## src/rtl/cntr_pkg.sv

```systemverilog
// Shared definitions for the synchronous down counter: FSM state encoding
// and legal counter width range.
package cntr_pkg;

    typedef enum logic [1:0] {
        ST_IDLE = 2'd0,
        ST_RUN  = 2'd1,
        ST_DONE = 2'd2
    } cntr_state_e;

    localparam int CNTR_WIDTH_MIN = 2;
    localparam int CNTR_WIDTH_MAX = 16;
    localparam int CNTR_WIDTH_DEF = 4;

endpackage : cntr_pkg

```

## src/rtl/sync_down_cntr_if.sv

```systemverilog
// Control/status bundle of the down counter; the sequencer side is master,
// the counter itself is slave.
interface sync_down_cntr_if
    import cntr_pkg::*;
#(
    parameter int WIDTH = CNTR_WIDTH_DEF
);
    logic             cnt_en;
    logic             load;
    logic [WIDTH-1:0] load_val;
    logic             reload_en;
    logic [WIDTH-1:0] count;
    logic             tc;
    logic             busy;
    logic             done;

    modport master (
        output cnt_en, load, load_val, reload_en,
        input  count, tc, busy, done
    );

    modport slave (
        input  cnt_en, load, load_val, reload_en,
        output count, tc, busy, done
    );

endinterface : sync_down_cntr_if

```

## src/rtl/sync_t_ff_ld.sv

```systemverilog
// Single counter bit: T flip-flop with synchronous parallel load (load wins
// over toggle) and asynchronous active-low reset.
module sync_t_ff_ld (
    input  logic clk,
    input  logic rstn,
    input  logic ld,
    input  logic d,
    input  logic T,
    output logic Q
);

    always_ff @(posedge clk or negedge rstn) begin
        if (!rstn) begin
            Q <= 1'b0;
        end else if (ld) begin
            Q <= d;
        end else if (T) begin
            Q <= ~Q;
        end
    end

endmodule : sync_t_ff_ld

```

## src/rtl/sync_down_cntr.sv

```systemverilog
// Synchronous loadable down counter built from toggle flops with a borrow
// chain, plus a one-shot / auto-reload control FSM and a registered tc pulse.
//
//   state   | meaning
//   --------+------------------------------------------------------------
//   IDLE    | after reset; count holds, cnt_en ignored, waits for load
//   RUN     | decrementing on cnt_en; terminal step reloads or goes DONE
//   DONE    | one-shot finished (or zero loaded); count holds at 0
module sync_down_cntr
    import cntr_pkg::*;
#(
    parameter int WIDTH = CNTR_WIDTH_DEF
) (
    input  logic             clk,
    input  logic             rstn,
    sync_down_cntr_if.slave  bus
);

    if (WIDTH < CNTR_WIDTH_MIN || WIDTH > CNTR_WIDTH_MAX) begin : g_width_chk
        $error("sync_down_cntr: WIDTH out of legal range");
    end

    cntr_state_e      state_q, state_d;
    logic [WIDTH-1:0] reload_q, reload_d;
    logic             tc_q, tc_d;

    logic [WIDTH-1:0] count_w;
    logic [WIDTH-1:0] tog_w;
    logic [WIDTH-1:0] ld_val;
    logic             ld;
    logic             dec;

    always_ff @(posedge clk or negedge rstn) begin
        if (!rstn) begin
            state_q  <= ST_IDLE;
            reload_q <= '0;
            tc_q     <= 1'b0;
        end else begin
            state_q  <= state_d;
            reload_q <= reload_d;
            tc_q     <= tc_d;
        end
    end

    always_comb begin
        state_d  = state_q;
        reload_d = reload_q;
        tc_d     = 1'b0;
        ld       = 1'b0;
        ld_val   = bus.load_val;
        dec      = 1'b0;

        if (bus.load) begin
            ld       = 1'b1;
            ld_val   = bus.load_val;
            reload_d = bus.load_val;
            state_d  = (bus.load_val != '0) ? ST_RUN : ST_DONE;
        end else if (state_q == ST_RUN && bus.cnt_en) begin
            if (count_w == WIDTH'(1)) begin
                tc_d = 1'b1;
                if (bus.reload_en) begin
                    ld     = 1'b1;
                    ld_val = reload_q;
                end else begin
                    dec     = 1'b1;
                    state_d = ST_DONE;
                end
            end else if (count_w != '0) begin
                // The zero guard keeps the counter from ever wrapping to all-ones.
                dec = 1'b1;
            end
        end
    end

    // Borrow chain: a bit flips when every lower bit is zero.
    for (genvar i = 0; i < WIDTH; i++) begin : g_bit
        if (i == 0) begin : g_lsb
            assign tog_w[i] = dec;
        end else begin : g_upper
            assign tog_w[i] = dec & (count_w[i-1:0] == '0);
        end

        sync_t_ff_ld u_tff (
            .clk  (clk),
            .rstn (rstn),
            .ld   (ld),
            .d    (ld_val[i]),
            .T    (tog_w[i]),
            .Q    (count_w[i])
        );
    end

    assign bus.count = count_w;
    assign bus.tc    = tc_q;
    assign bus.busy  = (state_q == ST_RUN);
    assign bus.done  = (state_q == ST_DONE);

endmodule : sync_down_cntr

```

## src/flat_wrapper.sv

```systemverilog
// flat-port wrapper written by rule: the top's interface ports become plain ports
module sync_down_cntr_flat import cntr_pkg::*;
#(
    parameter int WIDTH = CNTR_WIDTH_DEF
)
  (clk, rstn, bus_cnt_en, bus_load, bus_load_val, bus_reload_en, bus_count, bus_tc, bus_busy, bus_done);
  sync_down_cntr_if #(.WIDTH(WIDTH)) bus_i ();
  input  logic clk;
  input  logic rstn;
  input wire logic [$bits(bus_i.cnt_en)-1:0] bus_cnt_en;
  input wire logic [$bits(bus_i.load)-1:0] bus_load;
  input wire logic [$bits(bus_i.load_val)-1:0] bus_load_val;
  input wire logic [$bits(bus_i.reload_en)-1:0] bus_reload_en;
  output wire logic [$bits(bus_i.count)-1:0] bus_count;
  output wire logic [$bits(bus_i.tc)-1:0] bus_tc;
  output wire logic [$bits(bus_i.busy)-1:0] bus_busy;
  output wire logic [$bits(bus_i.done)-1:0] bus_done;
  assign bus_i.cnt_en = bus_cnt_en;
  assign bus_i.load = bus_load;
  assign bus_i.load_val = bus_load_val;
  assign bus_i.reload_en = bus_reload_en;
  assign bus_count = bus_i.count;
  assign bus_tc = bus_i.tc;
  assign bus_busy = bus_i.busy;
  assign bus_done = bus_i.done;
  sync_down_cntr #(.WIDTH(WIDTH)) u_core (.clk(clk), .rstn(rstn), .bus(bus_i));
endmodule
```

## config.mk

```make
export PLATFORM = sky130hd
export DESIGN_NAME = sync_down_cntr_flat
export DESIGN_NICKNAME = d
export VERILOG_FILES = /design/src/rtl/cntr_pkg.sv /design/src/rtl/sync_down_cntr_if.sv /design/src/rtl/sync_t_ff_ld.sv /design/src/rtl/sync_down_cntr.sv /design/src/flat_wrapper.sv
export SDC_FILE = /design/constraint.sdc
export NUM_CORES = 1
export LEC_CHECK = 0
export CAP_MARGIN = 20
export CORE_MARGIN = 8
export CORE_UTILIZATION = 40
export DETAILED_ROUTE_END_ITERATION = 7
export PLACE_DENSITY = 0.7
export SLEW_MARGIN = 20
export SYNTH_ARGS = -nofsm -noshare
export SYNTH_HDL_FRONTEND = slang
export SYNTH_SLANG_ARGS = --single-unit
```

## constraint.sdc

```tcl
create_clock -name clk -period 2.2 [get_ports clk]
set_input_delay 0.44 -clock clk [delete_from_list [all_inputs] [get_ports clk]]
set_output_delay 0.44 -clock clk [all_outputs]
set_load 0.02 [all_outputs]
```

Word level (Yosys, flattened, before mapping):

Cells that the tools add are included.

* muxes and demuxes: 29
* bitwise logic cells: 7
* reduce and logical (&&, ||, !) cells: 12
* eq/ne operators: 4

Operators with widths (number)
* 1-bit two-way mux: 20
* 4-bit two-way mux: 4
* 2-bit nonzero test: 6
* 2-bit two-way mux: 5
* 4-bit nonzero test: 2
* 4-bit by 1-bit equality test with 1-bit output, second input constant: 1
* 1-bit NOT: 4
* 1-bit bitwise AND: 3
* 3-bit logical NOT: 1
* 3-bit AND reduction: 1
* 2-bit by 1-bit equality test with 1-bit output, second input constant: 1
* 2-bit equality test, second input constant: 1
* 2-bit logical NOT: 1
* 2-bit != test, second input constant: 1
* 1-bit logical AND: 1

* flip-flop bits (word level): 11
* input port bits: 9

Logic depth before layout (Yosys ltp):

Gate-level depths: netlist (run 1).

* depth after elaboration: 8
* depth in mapped cells: 4

Hierarchy:

A second synthesis (run 1) with hierarchy kept.

* cell total of the unflattened synthesis: 52
* area, all modules: 626.9 um^2

By module, submodules not included
* sync_down_cntr: cells each 36, instances 1, area each 456.7 um^2
* sync_t_ff_ld: cells each 4, instances 4, area each 42.5 um^2

Least setup slack after synthesis (run 1):

OpenSTA, ideal clock, no wires.

* kind: flip-flop to flip-flop
* start point: register u_core.g_bit[0].u_tff.Q
* end point: register u_core.g_bit[2].u_tff.Q
* setup time: 0.082 ns
* period minus slack after synthesis: 1.545 ns
* data arrival time: 1.463 ns
* cell stages (with the launch flop): 4
* data required time: 2.118 ns
* buffers on the path: 0
* slack: 0.655 ns
* cell sequence: dfrtp_1 or4_4 or3b_1 a31oi_1

* cells in the longest elaborated chain, start to end: 7
* elaborated cells on any way between the ends: 16
* those cells by class: eq/ne: 1; mux: 11; bitwise: 1; reduce/logical: 3

RTL lines
* start, declared: RTL line sync_t_ff_ld.sv:9 `output logic Q`
* start signal, assigned: RTL line sync_t_ff_ld.sv:18 `Q <= ~Q;`
* 4-bit nonzero test: RTL line sync_down_cntr.sv:68 `end else if (count_w != '0) begin`
* 1-bit two-way mux: RTL line sync_down_cntr.sv:68
* 1-bit two-way mux: RTL line sync_down_cntr.sv:59 `if (count_w == WIDTH'(1)) begin`
* 1-bit two-way mux: RTL line sync_down_cntr.sv:58 `end else if (state_q == ST_RUN && bus.cnt_en) begin`
* 1-bit two-way mux: RTL line sync_down_cntr.sv:53 `if (bus.load) begin`
* 1-bit bitwise AND: RTL line sync_down_cntr.sv:80 `assign tog_w[i] = dec & (count_w[i-1:0] == '0);`
* 2-bit nonzero test (no source line)
* end signal, assigned: RTL line sync_t_ff_ld.sv:18
* end, declared: RTL line sync_t_ff_ld.sv:9

Parallel ways exist; a longest one is shown, timed or not.
A chain may end at the register's enable or synchronous reset.

Final worst setup path (run 1):

* start point: register u_core.state_q[0]
* end point: output port bus_done

* cells in the longest elaborated chain, start to end: 1

RTL lines
* start, declared: RTL line sync_down_cntr.sv:23 `cntr_state_e state_q, state_d;`
* start signal, assigned: RTL line sync_down_cntr.sv:39 `state_q <= state_d;`
* 2-bit equality test: RTL line sync_down_cntr.sv:96 `assign bus.done = (state_q == ST_DONE);`
* end, declared: RTL line flat_wrapper.sv:17 `output wire logic [$bits(bus_i.done)-1:0] bus_done;`

No other way between the ends.

==> flow_summary.rst, run 1 <==
.. list-table::
   :header-rows: 1

   * - Metric
     - Value
   * - Result of the run
     - complete, no violations
   * - Met2 demand-to-capacity share in global routing
     - 0.143
   * - Number of instances in the synthesized netlist
     - 55
   * - Total negative slack
     - 0 ns
   * - First-pass GRT wire length
     - between 1500 and 2000 um
   * - Diode count
     - 0
   * - Final std cell area, no fill
     - between 700 and 800 um^2
   * - Share of layout cells above drive strength 1
     - 0.186
   * - Pre-CTS setup slack
     - 0.108 ns
   * - Part of the total power dissipated in sequential elements
     - 0.494
   * - Level count of the clock H-tree
     - 1
   * - CP endpoint kind
     - output port
   * - Cells resized by post-CTS repair
     - 0
   * - CP Data Arrival Time
     - 1.51 ns
   * - Flip-flop and latch count after synthesis
     - 11
   * - Placer Congestion
     - around 0.73
   * - Max FO, Critical Path
     - 4
   * - Mean post-synth cell area
     - 10.4 um^2
   * - Top Usage Layer GRT
     - met2
   * - Worst hold slack across all endpoints
     - 0.497 ns
   * - Clock latency reported for the late side of the worst-skew pair
     - approximately 0.27 ns
   * - Placed insts
     - 81
   * - Aggregate global routing overflow
     - 0
   * - Fraction of registers with async set or reset after synthesis
     - 1.00
   * - Clock sink count
     - 11
   * - Headroom to the max-slew limit
     - 0.675
   * - Aggregate routed wire length
     - 1110 um
   * - Number of distinct library cells after synthesis
     - 28
   * - Largest family of logic cells by synthesized area
     - simple AND/OR/NAND/NOR gates
   * - Simple logic cell fraction of the synthesized area
     - 0.222
   * - 1st-pass router iterations
     - 4
   * - Most repeated cell in the gate-level netlist after synthesis
     - dfrtp_1
   * - Post-synthesis share of cell area spent on full adders, half adders and majority gates
     - 0
   * - Setup repair after global routing missed its margin
     - false
   * - Xor/xnor share of the synthesized area
     - 0
   * - Startpoint-to-endpoint class of the critical path
     - flop to output port
   * - Final Slew Violations
     - 0
   * - Synth Flop Type
     - dfrtp_1
   * - NumNets Final
     - 80
   * - Die width
     - around 54 um
   * - Cell type with the largest total area after synthesis
     - dfrtp_1
   * - Post-layout total power
     - 0.488 mW
   * - Launching element type of the critical path
     - flop
   * - Number of post-CTS setup repair buffers
     - 0
   * - Syn Std Cell Area
     - between 500 and 600 um^2
   * - Residual antenna-violating net count after detailed routing
     - 0
   * - M1 GR Usage
     - 0.105
   * - Row Count
     - 13
   * - Share of Yosys cell area claimed by the top area cell type
     - 0.479
   * - Hold Fails Final Rpt
     - 0
   * - Cell types with the largest area share after synthesis
     - dfrtp_1, mux2_2, buf_4
   * - Core occupancy in the finished layout
     - 0.565
   * - Total I/O pin count
     - 16
   * - Final period util
     - 0.887
   * - Leakage Power
     - 0.314 nW
   * - Hold Buf Count CTS
     - 0
   * - Comb pwr share
     - 0.229
   * - Share of cell area taken by muxes after synthesis
     - 0.0588
   * - Final setup violation count
     - 0
   * - Residual DRC
     - 0
   * - Int Power
     - 0.349 mW
   * - Number of DRC markers in iteration 0
     - 5
   * - Commonest cells in the netlist
     - dfrtp_1, nor2_1, buf_4, o21ai_0
   * - Placed instance area
     - 717 um^2
   * - Area enclosed by the die boundary
     - 2900 um^2
   * - Estimated wirelength of the detail-placed design
     - just under 900 um
   * - Root Buffer
     - clkbuf_4
   * - Number of clock buffers inserted by TritonCTS
     - 3
   * - Max Root-Sink Buffers
     - 2
   * - Worst hold path type
     - input pin to asynchronous set/reset pin
   * - Power density of the placed cells
     - roughly 660 nW/um^2
   * - Fin Clk Skew
     - 0.00527 ns
   * - Maximum Capacitance Violations
     - 0
   * - Clk slew on worst S/H paths
     - 0.07 ns
   * - Highest attainable clock frequency
     - 513 MHz
   * - Clock tree from TritonCTS
     - yes
   * - Initial antenna violation count
     - 0
   * - Number of flops mapped to enable cells by yosys
     - 0
   * - Met3 usage in global routing
     - 0.0634
   * - Sw frac
     - 0.286
   * - Required time of the critical path
     - 1.76 ns
   * - Highest ir drop seen on vdd
     - ~400 uV
   * - Syn. warnings
     - 0
   * - Sequential cell area fraction in the yosys report
     - 0.479
   * - Global-route total usage across every layer
     - 0.0921
   * - Psw
     - 0.140 mW
   * - Total number of vias
     - ~450
   * - Pin count of the biggest net entering global routing
     - 13
   * - Clock share of power
     - 0.277
   * - Area overhead of the layout relative to synthesis
     - 29.6%
   * - Routed wire length per instance
     - 13.1 um
   * - Worst Max-Slew Pin Slew
     - between 0.4 and 0.5 ns
   * - DR vias/cell
     - approximately 5.3
   * - Total nets after synthesis
     - 64
   * - Effective utilization at floorplan
     - 0.436
   * - Overall die height
     - 53.9 um
   * - Via count of the first global-routing pass
     - 441
   * - Floorplan core area
     - 1320 um^2
   * - Slack of the critical path
     - 0.249 ns
   * - Compound-cell area share of the yosys netlist
     - 0.161
   * - Count of buffers from port buffering
     - 15
   * - Post-layout min period
     - 1.95 ns
   * - Non-filler cells in the finished layout
     - 85
-- worst max-delay path, stage by stage (launching register included) --
cell and delay (ns):
dfrtp_1 0.43, and2b_2 0.22, clkdlybuf4s50_1 0.59
-- cell usage in the layout (no fill, tap or decap), drive strengths merged, types with 2 or more instances in the layout --
cell / Yosys / layout
dfrtp: 11 / 11
nand2: 2 / 2
mux2: 3 / 3
nor2: 5 / 5
clkbuf: 1 / 3
o21ai: 4 / 4
clkdlybuf4s50: 0 / 15
or4: 2 / 2
nor3: 2 / 2
inv: 3 / 3
a21oi: 2 / 2
-- metal layers --
layer,up-vias,share of wire,wire [um]
met5,-,0,0
met4,0,0,0
met3,0,0.093,104
met2,12,0.46,514
li1,228,-,-
met1,212,0.44,494
-- worst paths after layout --
path	endpoint	startpoint	cells after the start	slack (ns)
min in group clk	u_core.reload_q[3]	u_core.reload_q[3]	1	0.51
worst max register to register	u_core.g_bit[2].u_tff.Q	u_core.g_bit[0].u_tff.Q	3	0.58
worst min register to register	u_core.reload_q[3]	u_core.reload_q[3]	1	0.51
worst min-delay path	u_core.g_bit[3].u_tff.Q	rstn	1	0.50
worst max-delay path	bus_done	u_core.state_q[0]	2	0.25
max in group asynchronous	u_core.g_bit[2].u_tff.Q	rstn	1	1.37
-- power by group through the flow --
| stage | combinational [mW] | clock [mW] | sequential [mW] |
|---|---|---|---|
| 6_report | 0.112 | 0.135 | 0.241 |
| 5_1_grt | 0.123 | 0.155 | 0.245 |
| 4_1_cts | 0.113 | 0.141 | 0.241 |
| 3_5_place_dp | 0.113 | 0 | 0.245 |
| 3_3_place_gp | 0.113 | 0 | 0.244 |
| 2_1_floorplan | 0.0723 | 0 | 0.240 |
-- cells by family after synthesis --
group | Yosys count
multiplexers | 3
AO/OA/AOI/OAI | 14
flip-flops | 11
buffers and inverters | 8
AND/OR/NAND/NOR | 19
-- sequential cells by signal, summed over array words and instances, names as in the netlist --
name / cells
u_core.state_q: 2
u_core.reload_q: 4
u_core.g_bit.u_tff.Q: 4
u_core.bus.tc: 1
-- final cells by class --
cell class              instances  area, um^2
clock inverters                 1        5.00
clock buffers                   3        22.5
flip-flops and latches         11         275
fillers                       117         573
multi-input cells              36         254
well taps                      15        18.8
inverters                       3        11.3
repair buffers                 16         158
Power figures use the tool's default switching activity.
==> inputs of run 2 (changes only) <==
--- a/config.mk
+++ b/config.mk
@@ -10,7 +10,6 @@
 export CORE_UTILIZATION = 40
 export DETAILED_ROUTE_END_ITERATION = 7
 export PLACE_DENSITY = 0.7
-export SLEW_MARGIN = 20
 export SYNTH_ARGS = -nofsm -noshare
 export SYNTH_HDL_FRONTEND = slang
 export SYNTH_SLANG_ARGS = --single-unit
==> results of run 2 <==
The final DEF is identical to that of run 1; final timing and power are the same.
==> inputs of run 3 (changes only) <==
--- a/config.mk
+++ b/config.mk
@@ -9,7 +9,7 @@
 export CORE_MARGIN = 8
 export CORE_UTILIZATION = 40
 export DETAILED_ROUTE_END_ITERATION = 7
-export PLACE_DENSITY = 0.7
+export PLACE_DENSITY = 0.69
 export SYNTH_ARGS = -nofsm -noshare
 export SYNTH_HDL_FRONTEND = slang
 export SYNTH_SLANG_ARGS = --single-unit
==> run 3 against run 2 <==
Against the previous run:
- fmax rose by 0.15%
- count of clock-buffer cells in the layout is the same
- wire length down 0.99%
- critical endpoint unchanged
- critical path type unchanged
- die area is the same
- largest power group unchanged
- highest routed layer unchanged
- combinational power barely moved
- non-clock buffer count is the same
==> flow_summary.rst, run 3 (synthesis results as in run 1) <==
.. list-table::
   :header-rows: 1

   * - Metric
     - Value
   * - Result of the run
     - complete, no violations
   * - Leakage Power
     - 0.314 nW (unchanged)
   * - R2R cell count
     - 3 (unchanged)
   * - Critical Path, Cell by Cell
     - and2b_2, clkdlybuf4s50_1
   * - Family of cells with the greatest summed delay on the critical path
     - buffers and inverters
   * - Overall die height
     - 53.9 um (unchanged)
   * - Placed insts
     - 81 (unchanged)
   * - Total negative slack
     - 0 ns (unchanged)
   * - Effective utilization at floorplan
     - 0.436 (unchanged)
   * - CP Data Arrival Time
     - 1.51 ns (about the same)
   * - Slack of the critical path
     - 0.252 ns (+0.00301 ns)
   * - Initial antenna violation count
     - 0 (unchanged)
   * - Top metal layer carrying routed signals
     - met3
   * - 1st-pass router iterations
     - 5 (+1)
   * - Final setup violation count
     - 0 (unchanged)
   * - First-pass GRT wire length
     - 2030 um (+3.9%)
   * - Number of post-CTS setup repair buffers
     - 0 (unchanged)
   * - Non-filler cells in the finished layout
     - 85 (unchanged)
   * - Setup repair after global routing missed its margin
     - false
   * - CP endpoint kind
     - output port
   * - Worst path max stage delay
     - 0.59 ns (about the same)
   * - Leading cell type in the layout, fill and taps excluded
     - clkdlybuf4s50_1
   * - Level count of the clock H-tree
     - 1 (unchanged)
   * - Count of buffers from port buffering
     - 15 (unchanged)
   * - Diode count
     - 0 (unchanged)
   * - Fin Clk Skew
     - 0.00334 ns (-0.00193 ns)
   * - Headroom to the max-slew limit
     - 0.666 (-0.00927)
   * - Routed wire length per instance
     - 13.0 um (-0.99%)
   * - Area enclosed by the die boundary
     - 2900 um^2 (unchanged)
   * - Buffers and inverters on the worst path
     - 1 (unchanged)
   * - Residual antenna-violating net count after detailed routing
     - 0 (unchanged)
   * - Pre-CTS setup slack
     - 0.102 ns (-0.00658 ns)
   * - Via count of the first global-routing pass
     - 459 (+4.1%)
   * - Row Count
     - 13 (unchanged)
   * - Total length of routed met3 wires
     - 107 um (+2.9%)
   * - Final Slew Violations
     - 0 (unchanged)
   * - Worst Max-Slew Pin Slew
     - 0.499 ns (+0.0139 ns)
   * - Root Buffer
     - clkbuf_4
   * - Residual DRC
     - 0 (unchanged)
   * - Start point of the critical path
     - u_core.state_q[0]
   * - Most frequent cells in the layout
     - clkdlybuf4s50_1, dfrtp_1, nor2_1
   * - Share of layout cells above drive strength 1
     - 0.186 (unchanged)
   * - Met1 routed wirelength after detailed routing
     - 549 um (+11%)
   * - Floorplan core area
     - 1320 um^2 (unchanged)
   * - Max Root-Sink Buffers
     - 2 (unchanged)
   * - Hold Buf Count CTS
     - 0 (unchanged)
   * - Post-layout min period
     - 1.95 ns (-0.00301 ns)
   * - Startpoint-to-endpoint class of the critical path
     - flop to output port
   * - Leading registers by flop count
     - u_core.g_bit.u_tff.Q (4), u_core.reload_q (4), u_core.state_q (2)
   * - Clk slew on worst S/H paths
     - 0.07 ns (about the same)
   * - Die width
     - 53.9 um (unchanged)
   * - NumNets Final
     - 80 (unchanged)
   * - Total number of vias
     - 434 (-4.0%)
   * - Highest ir drop seen on vdd
     - 486 uV (+21%)
   * - Launching element type of the critical path
     - flop
   * - Hold Fails Final Rpt
     - 0 (unchanged)
   * - Aggregate routed wire length
     - 1100 um (-0.99%)
   * - Aggregate global routing overflow
     - 0 (unchanged)
   * - Max FO, Critical Path
     - 4 (unchanged)
   * - Pin count of the biggest net entering global routing
     - 13 (unchanged)
   * - Global-route total usage across every layer
     - 0.0972 (+0.00510)
   * - Number of DRC markers in iteration 0
     - 4 (-1)
   * - Estimated wirelength of the detail-placed design
     - 855 um (-3.2%)
   * - Highest attainable clock frequency
     - 513 MHz (+0.15%)
   * - Area overhead of the layout relative to synthesis
     - 29.6% (unchanged)
   * - Clock tree from TritonCTS
     - yes
   * - Cell with the largest stage delay on the worst path
     - clkdlybuf4s50_1
   * - Clock sink count
     - 11 (unchanged)
   * - Cells resized by post-CTS repair
     - 0 (unchanged)
   * - Number of clock buffers inserted by TritonCTS
     - 3 (unchanged)
   * - Power density of the placed cells
     - 657 nW/um^2 (+0.26%)
   * - Maximum Capacitance Violations
     - 0 (unchanged)
   * - Reg2Reg Launch Point
     - u_core.g_bit[0].u_tff.Q
   * - Met2 Routed Length
     - 446 um (-13%)
   * - DR vias/cell
     - 5.11 (-4.0%)
   * - Total I/O pin count
     - 16 (unchanged)
   * - Worst hold path type
     - input pin to asynchronous set/reset pin
   * - Required time of the critical path
     - 1.76 ns (about the same)
   * - Clock latency reported for the late side of the worst-skew pair
     - 0.27 ns (about the same)
   * - Cell count along the critical path
     - 2 (unchanged)
   * - Placer Congestion
     - 0.745 (+2.6%)
   * - Final period util
     - 0.885 (-0.00137)
==> run 3: cell counts in the layout (fill, tap and decap cells not counted) <==
Identical to the previous run, type by type.
==> run 3: cell type report <==
class                   instances  area [um^2]
clock inverters                 1         5.00
inverters                       3         11.3
repair buffers                 16          158
multi-input cells              36          254
fillers                       125          573
well taps                      15         18.8
flip-flops and latches         11          275
clock buffers                   3         22.5
==> run 3: stage by stage <==
stage	hold WS (ns)	area (um^2)	utilization	power (mW)
3_3_place_gp	0.485	717	0.544	0.357
2_1_floorplan	0.144	574	-	0.313
3_5_place_dp	0.490	717	0.544	0.358
6_report	0.500	744	0.565	0.489
5_1_grt	0.523	744	0.565	0.526
4_1_cts	0.505	744	0.565	0.499
==> run 3: power by group <==
group / switching, mW / internal, mW / leakage [nW] / total [mW]
clock: 0.0695 / 0.0674 / 0.0177 / 0.137
combinational: 0.0517 / 0.0598 / 0.166 / 0.111
sequential: 0.0197 / 0.221 / 0.130 / 0.241
==> run 3: routing by layer <==
| layer | up-vias | GRT usage |
|---|---|---|
| li1 | 225 | - |
| met1 | 195 | 0.111 |
| met2 | 14 | 0.129 |
| met3 | 0 | 0.0799 |
| met4 | 0 | 0.0378 |
| met5 | - | 0 |
==> run 3: worst paths after layout <==
| path | endpoint | slack [ns] |
|---|---|---|
| hold reg to reg | u_core.reload_q[2] | 0.50 |
| max in group asynchronous | u_core.g_bit[2].u_tff.Q | 1.36 |
| hold / removal | u_core.state_q[0] | 0.50 |
| setup / recovery | bus_done | 0.25 |
| min in group clk | u_core.reload_q[2] | 0.50 |
| setup reg to reg | u_core.g_bit[2].u_tff.Q | 0.57 |
==> patch: new RTL, settings of run 2 <==
`CNTR_WIDTH_DEF`: 4 -> 6.
--- a/src/rtl/cntr_pkg.sv
+++ b/src/rtl/cntr_pkg.sv
@@ -10,7 +10,7 @@
 
     localparam int CNTR_WIDTH_MIN = 2;
     localparam int CNTR_WIDTH_MAX = 16;
-    localparam int CNTR_WIDTH_DEF = 4;
+    localparam int CNTR_WIDTH_DEF = 6;
 
 endpackage : cntr_pkg
 
Ports: changed (resized bus_count and bus_load_val); port bits go from 16 to 20. The function was not compared with the original's and may differ.
==> patch against run 2 <==
- critical path depth did not move
- die area rose by 30%
- synthesized cell count rose by 49%
- global-route usage rose by 2.4 points
- setup slack improved by 22 ps
- clock skew barely moved
- area after synthesis rose by 44%
- sequential cell count rose by 4
- design area rose by 40%
- combinational power rose by 45%
- worst hold slack improved by 20 ps
- total power rose by 34%
- routed wire length rose by 68%
- maximum frequency rose by 1.2%
- critical path type unchanged
- largest power group unchanged
==> patch: results (changes against run 2) <==
global-route wire length before repair 3.270 mm (+68%); Main synth FF type dfrtp_1; GPL Wtd Cong 0.8145 (+12%); DP HPWL 1.433 mm (+62%); clock transition at the registers of the reported paths 90 ps (+20 ps); largest cells by area after synthesis dfrtp_1 (45%), buf_4 (5.4%), mux2_2 (4.1%); CTS root buf clkbuf_4; LEAKAGE 0.4175 nW (+33%); syn_nets 93 (+45%); Post-synth top cells dfrtp_1 (15), buf_4 (6), o21ai_0 (6); crit path DAT 1490 ps (-20 ps); maximum vdd ir drop 0.3744 mV (-7.1%); status finished, final reports clean; Worst-Skew Late Latency 280 ps; Max-slew headroom 53.49% (-14 points); HP Class reg2reg; area of the multi-input gates 371.6 um^2 (+46%); IO buf count 19 (+4); Syn Inst Count 82 (+49%); layout net count 111 (+39%); CTS Buf Count 3 (unchanged); Cells after DPL 122 (+51%); Top Registers u_core.g_bit.u_tff.Q (6), u_core.reload_q (6), u_core.state_q (2); final wirelength 1.877 mm (+68%); sequential element share of the synthesized area 45.25% (-2.7 points); largest net degree at the start of global routing 17 (+4); number of global-route vias before repair 704 (+60%); initial drt markers 16 (+11); Worst Skew 5.310 ps (+0.04202 ps); Fill cells 201 (+72%); vias per std cell 5.421 (+1.9%); Cell Area, Placed 1012 um^2 (+41%); Total GRT Usage 11.64% (+2.4 points); Netlist cell types 29 (+3.6%); routed vias 683 (+51%); share of cells above drive strength 1 15.15% (-3.4 points)
patch: layer usage:
| layer | up-vias | GRT usage, % | part of all wire [%] |
|---|---|---|---|
| met1 | 332 | 15.86 | 47 |
| met2 | 21 | 16.84 | 45 |
| met4 | 0 | 6.169 | 1.9 |
| met3 | 2 | 2.088 | 6.1 |
| met5 | - | 0 | 0 |
| li1 | 328 | - | - |
patch: area by class of cell:
cell class / count / share of cell area (%)
flip-flops and latches: 15 / 36.10
multi-input cells: 53 / 35.74
repair buffers: 22 / 20.46
well taps: 27 / 3.249
clock buffers: 3 / 2.166
inverters: 5 / 1.805
clock inverters: 1 / 0.4813
patch: logic make-up after synthesis:
group	share of synthesized area, %
flops	45.25
simple gates	21.42
buf+inv	9.955
compound gates	15.08
mux	8.295
patch: path summary, 6_finish.rpt:
| kind | depth (start not counted) | slack [ps] | endpoint | start |
|---|---|---|---|---|
| worst min-delay path | 1 | 520 | u_core.reload_q[1] | u_core.reload_q[1] |
| worst max-delay path | 2 | 270 | bus_busy | u_core.state_q[0] |
| worst min register to register | 1 | 520 | u_core.reload_q[1] | u_core.reload_q[1] |
| max in group asynchronous | 1 | 1190 | u_core.g_bit[3].u_tff.Q | rstn |
| min in group asynchronous | 1 | 570 | u_core.state_q[1] | rstn |
| worst max register to register | 4 | 310 | u_core.g_bit[5].u_tff.Q | u_core.g_bit[5].u_tff.Q |
patch: per-stage QoR:
step | setup slack [ps] | hold WS (ps)
2_1_floorplan | 292.1 | 144.4
3_3_place_gp | 175.5 | 489.3
3_5_place_dp | 112.3 | 493.7
4_1_cts | 259.1 | 516.6
5_1_grt | 149.4 | 531.3
6_report | 271.4 | 516.1
patch: power by group:
part | total (W) | switching, W | internal (W)
clock | 0.000156 | 0.0000889 | 0.0000674
combinational | 0.000162 | 0.0000774 | 0.0000847
sequential | 0.000334 | 0.0000320 | 0.000302
total | 0.000652 | 0.000198 | 0.000454
patch: critical path, cell delays in order, from the launching register on:
cell	delay [ps]
dfrtp_1	410
nor2b_1	180
clkdlybuf4s50_1	620
